==> config.mk <==
export PLATFORM = sky130hd
export DESIGN_NAME = fir_mac_sequencer_flat
export DESIGN_NICKNAME = d
export VERILOG_FILES = /design/src/rtl/fir_mac_sequencer_if.sv /design/src/rtl/fir_mac_sequencer.sv /design/src/flat_wrapper.sv
export SDC_FILE = /design/constraint.sdc
export NUM_CORES = 2
export LEC_CHECK = 0
export BUFFER_PORTS_ARGS = -buffer_cell sky130_fd_sc_hd__buf_2
export CORE_MARGIN = 5
export CORE_UTILIZATION = 30
export DETAILED_ROUTE_END_ITERATION = 16
export PLACE_DENSITY = 0.43
export SLEW_MARGIN = 40
export SYNTH_ARGS = -nofsm -noshare
export SYNTH_HDL_FRONTEND = slang
export SYNTH_SLANG_ARGS = --single-unit
==> constraint.sdc <==
create_clock -name clk -period 94.3 [get_ports clk]
set_input_delay 14.145 -clock clk [delete_from_list [all_inputs] [get_ports clk]]
set_output_delay 14.145 -clock clk [all_outputs]
set_load 0.01 [all_outputs]
==> src/rtl/fir_mac_sequencer_if.sv <==
// Operand/stream bundle between the FIR MAC sequencer and its environment (sample source, ALU, sink).
// master = sequencer side, slave = environment side.
interface fir_mac_sequencer_if #(
    parameter int TAPS   = 64,
    parameter int DATA_W = 16,
    parameter int ACC_W  = 40
);
    localparam int AW = (TAPS > 1) ? $clog2(TAPS) : 1;

    logic                     coef_we;
    logic [AW-1:0]            coef_addr;
    logic signed [DATA_W-1:0] coef_wdata;

    logic                     in_valid;
    logic                     in_ready;
    logic signed [DATA_W-1:0] in_data;

    logic signed [DATA_W-1:0] alu_a;
    logic signed [DATA_W-1:0] alu_b;
    logic [1:0]               alu_select;
    logic signed [31:0]       alu_result;

    logic                     out_valid;
    logic                     out_ready;
    logic signed [ACC_W-1:0]  out_data;
    logic                     out_ovf;
    logic                     busy;

    modport master (
        input  coef_we, coef_addr, coef_wdata, in_valid, in_data, alu_result, out_ready,
        output in_ready, alu_a, alu_b, alu_select, out_valid, out_data, out_ovf, busy
    );

    modport slave (
        output coef_we, coef_addr, coef_wdata, in_valid, in_data, alu_result, out_ready,
        input  in_ready, alu_a, alu_b, alu_select, out_valid, out_data, out_ovf, busy
    );
endinterface

==> src/rtl/fir_mac_sequencer.sv <==
// FIR MAC sequencer: one multiply per tap through an external ALU; output valid TAPS+ALU_LAT+1 cycles after accept,
// one sample in flight, output held stable until out_ready. FIR_SAT_EN selects saturating accumulation.
module fir_mac_sequencer #(
    parameter int TAPS    = 64,
    parameter int DATA_W  = 16,
    parameter int ACC_W   = 40,
    parameter int ALU_LAT = 2
) (
    input  logic                 clk,
    input  logic                 rst,
    fir_mac_sequencer_if.master  bus
);
    localparam int AW = (TAPS > 1) ? $clog2(TAPS) : 1;

    typedef enum logic [1:0] {IDLE, ISSUE, DRAIN, OUTPUT} state_t;

    state_t                   r_state;
    logic signed [DATA_W-1:0] r_x [TAPS];
    logic signed [DATA_W-1:0] r_h [TAPS];
    logic [AW-1:0]            r_k;
    logic [ALU_LAT-1:0]       r_pipe;
    logic signed [ACC_W-1:0]  r_acc;
    logic                     r_ovf;
    logic                     r_out_valid;
    logic signed [DATA_W-1:0] r_alu_a;
    logic signed [DATA_W-1:0] r_alu_b;
    logic [1:0]               r_alu_sel;

    logic                     w_accept;
    logic                     w_coef_ok;
    logic signed [ACC_W-1:0]  w_acc_next;
    logic                     w_clip;

    assign w_accept  = (r_state == IDLE) && bus.in_valid;
    assign w_coef_ok = bus.coef_we && (r_state == IDLE) && (32'(bus.coef_addr) < 32'(TAPS));

`ifdef FIR_SAT_EN
    // One guard bit exposes signed overflow of the add; clip to the nearest rail.
    logic signed [ACC_W:0] w_sum;
    always_comb begin
        w_sum      = {r_acc[ACC_W-1], r_acc} + (ACC_W+1)'(bus.alu_result);
        w_clip     = w_sum[ACC_W] ^ w_sum[ACC_W-1];
        w_acc_next = w_sum[ACC_W-1:0];
        if (w_clip) begin
            w_acc_next = w_sum[ACC_W] ? {1'b1, {(ACC_W-1){1'b0}}} : {1'b0, {(ACC_W-1){1'b1}}};
        end
    end
`else
    assign w_acc_next = r_acc + ACC_W'(bus.alu_result);
    assign w_clip     = 1'b0;
`endif

    always_ff @(posedge clk) begin
        if (rst) begin
            r_state     <= IDLE;
            r_k         <= '0;
            r_pipe      <= '0;
            r_acc       <= '0;
            r_ovf       <= 1'b0;
            r_out_valid <= 1'b0;
            r_alu_a     <= '0;
            r_alu_b     <= '0;
            r_alu_sel   <= 2'b00;
            for (int i = 0; i < TAPS; i++) begin
                r_x[i] <= '0;
                r_h[i] <= '0;
            end
        end else begin
            // Tail of the pipe marks the cycle alu_result belongs to one of our issues.
            r_pipe[0] <= (r_state == ISSUE);
            for (int i = 1; i < ALU_LAT; i++) begin
                r_pipe[i] <= r_pipe[i-1];
            end
            if (r_pipe[ALU_LAT-1]) begin
                r_acc <= w_acc_next;
                if (w_clip) begin
                    r_ovf <= 1'b1;
                end
            end

            if (w_coef_ok) begin
                r_h[bus.coef_addr] <= bus.coef_wdata;
            end

            r_alu_a   <= '0;
            r_alu_b   <= '0;
            r_alu_sel <= 2'b00;

            case (r_state)
                IDLE: begin
                    if (w_accept) begin
                        for (int i = TAPS - 1; i > 0; i--) begin
                            r_x[i] <= r_x[i-1];
                        end
                        r_x[0]  <= bus.in_data;
                        r_acc   <= '0;
                        r_ovf   <= 1'b0;
                        r_k     <= '0;
                        r_state <= ISSUE;
                    end
                end
                ISSUE: begin
                    r_alu_a   <= r_x[r_k];
                    r_alu_b   <= r_h[r_k];
                    r_alu_sel <= 2'b01;
                    r_k       <= r_k + 1'b1;
                    if (r_k == AW'(TAPS - 1)) begin
                        r_state <= DRAIN;
                    end
                end
                DRAIN: begin
                    if (r_pipe == '0) begin
                        r_out_valid <= 1'b1;
                        r_state     <= OUTPUT;
                    end
                end
                OUTPUT: begin
                    if (bus.out_ready) begin
                        r_out_valid <= 1'b0;
                        r_state     <= IDLE;
                    end
                end
                default: r_state <= IDLE;
            endcase
        end
    end

    assign bus.in_ready   = (r_state == IDLE) && !rst;
    assign bus.busy       = (r_state != IDLE);
    assign bus.alu_a      = r_alu_a;
    assign bus.alu_b      = r_alu_b;
    assign bus.alu_select = r_alu_sel;
    assign bus.out_valid  = r_out_valid;
    assign bus.out_data   = r_acc;
    assign bus.out_ovf    = r_ovf;
endmodule
==> src/flat_wrapper.sv <==
// flat-port wrapper written by rule: the top's interface ports become plain ports
module fir_mac_sequencer_flat 
#(
    parameter int TAPS    = 64,
    parameter int DATA_W  = 16,
    parameter int ACC_W   = 40,
    parameter int ALU_LAT = 2
)
  (clk, rst, bus_coef_we, bus_coef_addr, bus_coef_wdata, bus_in_valid, bus_in_data, bus_alu_result, bus_out_ready, bus_in_ready, bus_alu_a, bus_alu_b, bus_alu_select, bus_out_valid, bus_out_data, bus_out_ovf, bus_busy);
  fir_mac_sequencer_if #(.TAPS(TAPS), .DATA_W(DATA_W), .ACC_W(ACC_W)) bus_i ();
  input  logic clk;
  input  logic rst;
  input wire logic [$bits(bus_i.coef_we)-1:0] bus_coef_we;
  input wire logic [$bits(bus_i.coef_addr)-1:0] bus_coef_addr;
  input wire logic [$bits(bus_i.coef_wdata)-1:0] bus_coef_wdata;
  input wire logic [$bits(bus_i.in_valid)-1:0] bus_in_valid;
  input wire logic [$bits(bus_i.in_data)-1:0] bus_in_data;
  input wire logic [$bits(bus_i.alu_result)-1:0] bus_alu_result;
  input wire logic [$bits(bus_i.out_ready)-1:0] bus_out_ready;
  output wire logic [$bits(bus_i.in_ready)-1:0] bus_in_ready;
  output wire logic [$bits(bus_i.alu_a)-1:0] bus_alu_a;
  output wire logic [$bits(bus_i.alu_b)-1:0] bus_alu_b;
  output wire logic [$bits(bus_i.alu_select)-1:0] bus_alu_select;
  output wire logic [$bits(bus_i.out_valid)-1:0] bus_out_valid;
  output wire logic [$bits(bus_i.out_data)-1:0] bus_out_data;
  output wire logic [$bits(bus_i.out_ovf)-1:0] bus_out_ovf;
  output wire logic [$bits(bus_i.busy)-1:0] bus_busy;
  assign bus_i.coef_we = bus_coef_we;
  assign bus_i.coef_addr = bus_coef_addr;
  assign bus_i.coef_wdata = bus_coef_wdata;
  assign bus_i.in_valid = bus_in_valid;
  assign bus_i.in_data = bus_in_data;
  assign bus_i.alu_result = bus_alu_result;
  assign bus_i.out_ready = bus_out_ready;
  assign bus_in_ready = bus_i.in_ready;
  assign bus_alu_a = bus_i.alu_a;
  assign bus_alu_b = bus_i.alu_b;
  assign bus_alu_select = bus_i.alu_select;
  assign bus_out_valid = bus_i.out_valid;
  assign bus_out_data = bus_i.out_data;
  assign bus_out_ovf = bus_i.out_ovf;
  assign bus_busy = bus_i.busy;
  fir_mac_sequencer #(.TAPS(TAPS), .DATA_W(DATA_W), .ACC_W(ACC_W), .ALU_LAT(ALU_LAT)) u_core (.clk(clk), .rst(rst), .bus(bus_i));
endmodule
==> run summary <==
==========================================================================================
Critical path data arrival time .............................................    14,770 ps
Post-synthesis sequential area ratio ........................................        0.650
Post-synth design cell area ................................................. 97,200 sq um
Number of nets still failing antenna checks after routing ...................            0
Series of cell instances along the critical path ............................ buf_4, nor2_1, buf_2
Number of buffers created by CTS ............................................          244
Critical path type .......................................................... primary input to output pin
Final slew viol count .......................................................            0
Worst setup skew after layout ...............................................      48.8 ps
Die Span Y ..................................................................       579 um
Setup slack after placement .................................................    65,340 ps
Leakage Power ...............................................................      39.0 nW
Wire length of the first global-routing pass ................................       371 mm
Final setup viols ...........................................................            0
Global-route total usage across every layer .................................        0.147
Hold bufs inserted after CTS ................................................            0
Top cells by area, synth .................................................... sky130_fd_sc_hd__edfxtp_1 (63%), sky130_fd_sc_hd__mux4_2 (15%), sky130_fd_sc_hd__and2_1 (13%)
Post CTS Setup Buffer Count .................................................            0
Fraction of synthesized cell area taken by the top area cell type ...........        0.632
Critical Path RT ............................................................    80,150 ps
Highest attainable clock frequency ..........................................     34.6 MHz
Pin count of the biggest net entering global routing ........................          158
Summed area of non-filler cells in the final layout ......................... 111,000 sq um
Setup repair after global routing missed its margin .........................           no
CTS root buffer ............................................................. sky130_fd_sc_hd__clkbuf_16
Largest fanout on the critical path .........................................           28
Share of post-route cells with drive strength above 1 .......................        0.214
Flops & latches, synth ......................................................        2,131
Final critical path time including I/O delays and setup .....................    28,920 ps
Hold Worst Slack ............................................................       474 ps
Endpoint kind of the worst setup timing path ................................   output pin
Fraction of registers with async set/reset ..................................            0
Overall power after layout ..................................................      2.54 mW
Detailed-placement wirelength estimate ......................................       143 mm
Final standard cell count with taps included and fillers excluded ...........       10,666
Via count of the first global-routing pass ..................................       53,579
IO Count ....................................................................          153
Remaining design rule violation count .......................................            0
Post-detailed-routing wire length ...........................................       251 mm
Number of antenna violations at the first check in global routing ...........           25
Area inside the core boundary ............................................... 323,000 sq um
DIE AREA .................................................................... 336,000 sq um
Slowest Stage Delay on Critical Path ........................................       230 ps
Placer's final routability congestion estimate ..............................        0.767
Final Util ..................................................................        0.342
Result of the run ........................................................... finished, final reports clean
Top FF cell, synth .......................................................... sky130_fd_sc_hd__edfxtp_1
# resized after CTS .........................................................            0
Wirelength per Cell .........................................................      23.6 um
Average cell area after synthesis ...........................................   16.0 sq um
Drt first pass iters ........................................................            7
Final Net Count .............................................................        6,254
Horiz. Die Dim ..............................................................       579 um
Setup TNS ...................................................................         0 ps
Slew @ Worst Pin ............................................................       858 ps
Via density per instance ....................................................         4.75
Fillers .....................................................................       30,985
Post-placement cell area .................................................... 103,000 sq um
Clock edge transition at the registers on the reported setup and hold paths .        60 ps
PnR worst setup slack .......................................................    65,380 ps
Areal power density over the cells .......................................... 23.0 nW/um^2
Max-cap violations ..........................................................            0
Min-delay worst type ........................................................ flip-flop to flip-flop
Number of H-tree levels .....................................................            4
Max clock buf depth .........................................................            4
Synthesis warning total .....................................................            0
CTS tree ....................................................................         done
Layout Area Growth over Synthesis ...........................................        13.7%
Num Clock Sinks .............................................................        2,131
Clock latency at the later pin of the worst-skew pair .......................       890 ps
Type of origin of the critical path ......................................... primary input
Portion of the clock cycle consumed by the worst path in the final layout ...        0.307
Sequential cell area ........................................................ 63,200 sq um
Synthesized netlist cell count ..............................................        6,078
Starting utilization of the core area .......................................        0.301
DRT iter0 DRCs ..............................................................        3,913
Remaining global-route overflow .............................................            0
Number of synthesized flops with an enable pin ..............................        2,048
Area used by multi-input combinational logic ................................ 32,100 sq um
Total of buffers placed on input and output ports ...........................          150
Cell type with the highest aggregate area in the netlist .................... sky130_fd_sc_hd__edfxtp_1
Number of rows in the core area .............................................          209
Relative slew slack .........................................................        0.426
VDD IR max ..................................................................  0.0000140 V
Via count ...................................................................       50,640
Number of cells in the design after placement ...............................       10,206
Cell with the largest stage delay on the worst path ......................... sky130_fd_sc_hd__nor2_1
Total count of hold-check failures in the final report ......................            0
Count of unique library cells instantiated by Yosys .........................           57
==========================================================================================
==> sequential cells by signal, summed over array words and instances (netlist names) <==
signal	flops
u_core.bus.alu_a	16
u_core.bus.alu_b	16
u_core.bus.out_data	40
u_core.bus.out_valid	1
u_core.r_h	1024
u_core.r_k	6
u_core.r_pipe	2
u_core.r_state	2
u_core.r_x	1024
==> critical path: cells and delay by family <==
family | cells | cell delay (ps)
and+or+nand+nor | 1 | 230
buffers and inverters | 2 | 390
==> placed cells by master, fill, tap and decap left out, types with 7 or more instances in the layout <==
cell                        count
sky130_fd_sc_hd__buf_6         26
sky130_fd_sc_hd__nand3_1       20
sky130_fd_sc_hd__buf_12        12
sky130_fd_sc_hd__nand2_1       51
sky130_fd_sc_hd__bufinv_16     12
sky130_fd_sc_hd__xnor2_1       21
sky130_fd_sc_hd__clkinv_2      53
sky130_fd_sc_hd__clkbuf_1      58
sky130_fd_sc_hd__o21ai_0       25
sky130_fd_sc_hd__xor2_1         8
sky130_fd_sc_hd__and2_1      2059
sky130_fd_sc_hd__dfxtp_1       76
sky130_fd_sc_hd__diode_2        9
sky130_fd_sc_hd__clkbuf_16    249
sky130_fd_sc_hd__buf_4        107
sky130_fd_sc_hd__clkinv_1      57
sky130_fd_sc_hd__a21o_1        16
sky130_fd_sc_hd__edfxtp_1    2048
sky130_fd_sc_hd__o211ai_1       7
sky130_fd_sc_hd__a21oi_1       59
sky130_fd_sc_hd__mux2i_1       65
sky130_fd_sc_hd__o21bai_1       9
sky130_fd_sc_hd__or2_2         64
sky130_fd_sc_hd__clkbuf_8      11
sky130_fd_sc_hd__nor2_1       128
sky130_fd_sc_hd__ha_1          44
sky130_fd_sc_hd__mux4_2       633
sky130_fd_sc_hd__a211oi_1      63
sky130_fd_sc_hd__nand4_1       13
sky130_fd_sc_hd__buf_2        149
sky130_fd_sc_hd__and3_1         7
sky130_fd_sc_hd__inv_1         12
sky130_fd_sc_hd__nor2b_1       44
sky130_fd_sc_hd__nor3_1        17
sky130_fd_sc_hd__nand2b_1       7
==> where the power goes <==
part / switching (mW) / internal (mW)
sequential: 0.0565 / 1.19
clock: 0.388 / 0.520
combinational: 0.215 / 0.171
==> cells by family after synthesis <==
group / count (synthesis) / share of synthesized area
other cells: 1 / 0.0000386
compound gates: 235 / 0.0163
buf+inv: 504 / 0.0207
mux: 698 / 0.153
flops: 2131 / 0.650
fa+ha+maj: 45 / 0.00587
simple gates: 2435 / 0.152
xor+xnor: 29 / 0.00261
==> final timing paths <==
kind | endpoint | slack, ps | cells past startpoint | start
worst max-delay path | bus_in_ready | 65380 | 3 | rst
worst min-delay path | u_core.bus.out_data[39]$_SDFF_PP0_ | 470 | 2 | u_core.bus.out_data[39]$_SDFF_PP0_
worst max register to register | u_core.bus.alu_b[6]$_SDFF_PP0_ | 89160 | 10 | u_core.r_k[0]$_SDFFE_PP0P_
worst min register to register | u_core.bus.out_data[39]$_SDFF_PP0_ | 470 | 2 | u_core.bus.out_data[39]$_SDFF_PP0_
==> cells in the mapped netlist (all sizes together) (16+ instances only) <==
| cell | count |
|---|---|
| nor2b | 44 |
| xnor2 | 21 |
| ha | 44 |
| nand3 | 20 |
| nand2 | 56 |
| a21o | 16 |
| clkbuf | 369 |
| o21ai | 25 |
| a211oi | 70 |
| dfxtp | 83 |
| nor2 | 131 |
| and2 | 2059 |
| buf | 122 |
| nor3 | 17 |
| mux4 | 633 |
| mux2i | 65 |
| edfxtp | 2048 |
| or2 | 64 |
| a21oi | 60 |
==> routing by layer <==
metal,part of all wire,vias to the layer above,global-route usage
li1,-,22745,-
met1,0.45,26679,0.203
met2,0.48,876,0.246
met3,0.041,336,0.0219
met4,0.023,4,0.0353
met5,0.000084,-,0
==> final cells by class <==
cell class	count	share of cell area
tap	4325	0.0490
antenna	9	0.000204
clock inverter	127	0.00795
sequential	2131	0.572
clock buffer	317	0.0596
timing repair buffer	300	0.0202
inverter	13	0.000555
multi-input combinational	3444	0.291
No activity file was read; power rests on OpenSTA's default activity.
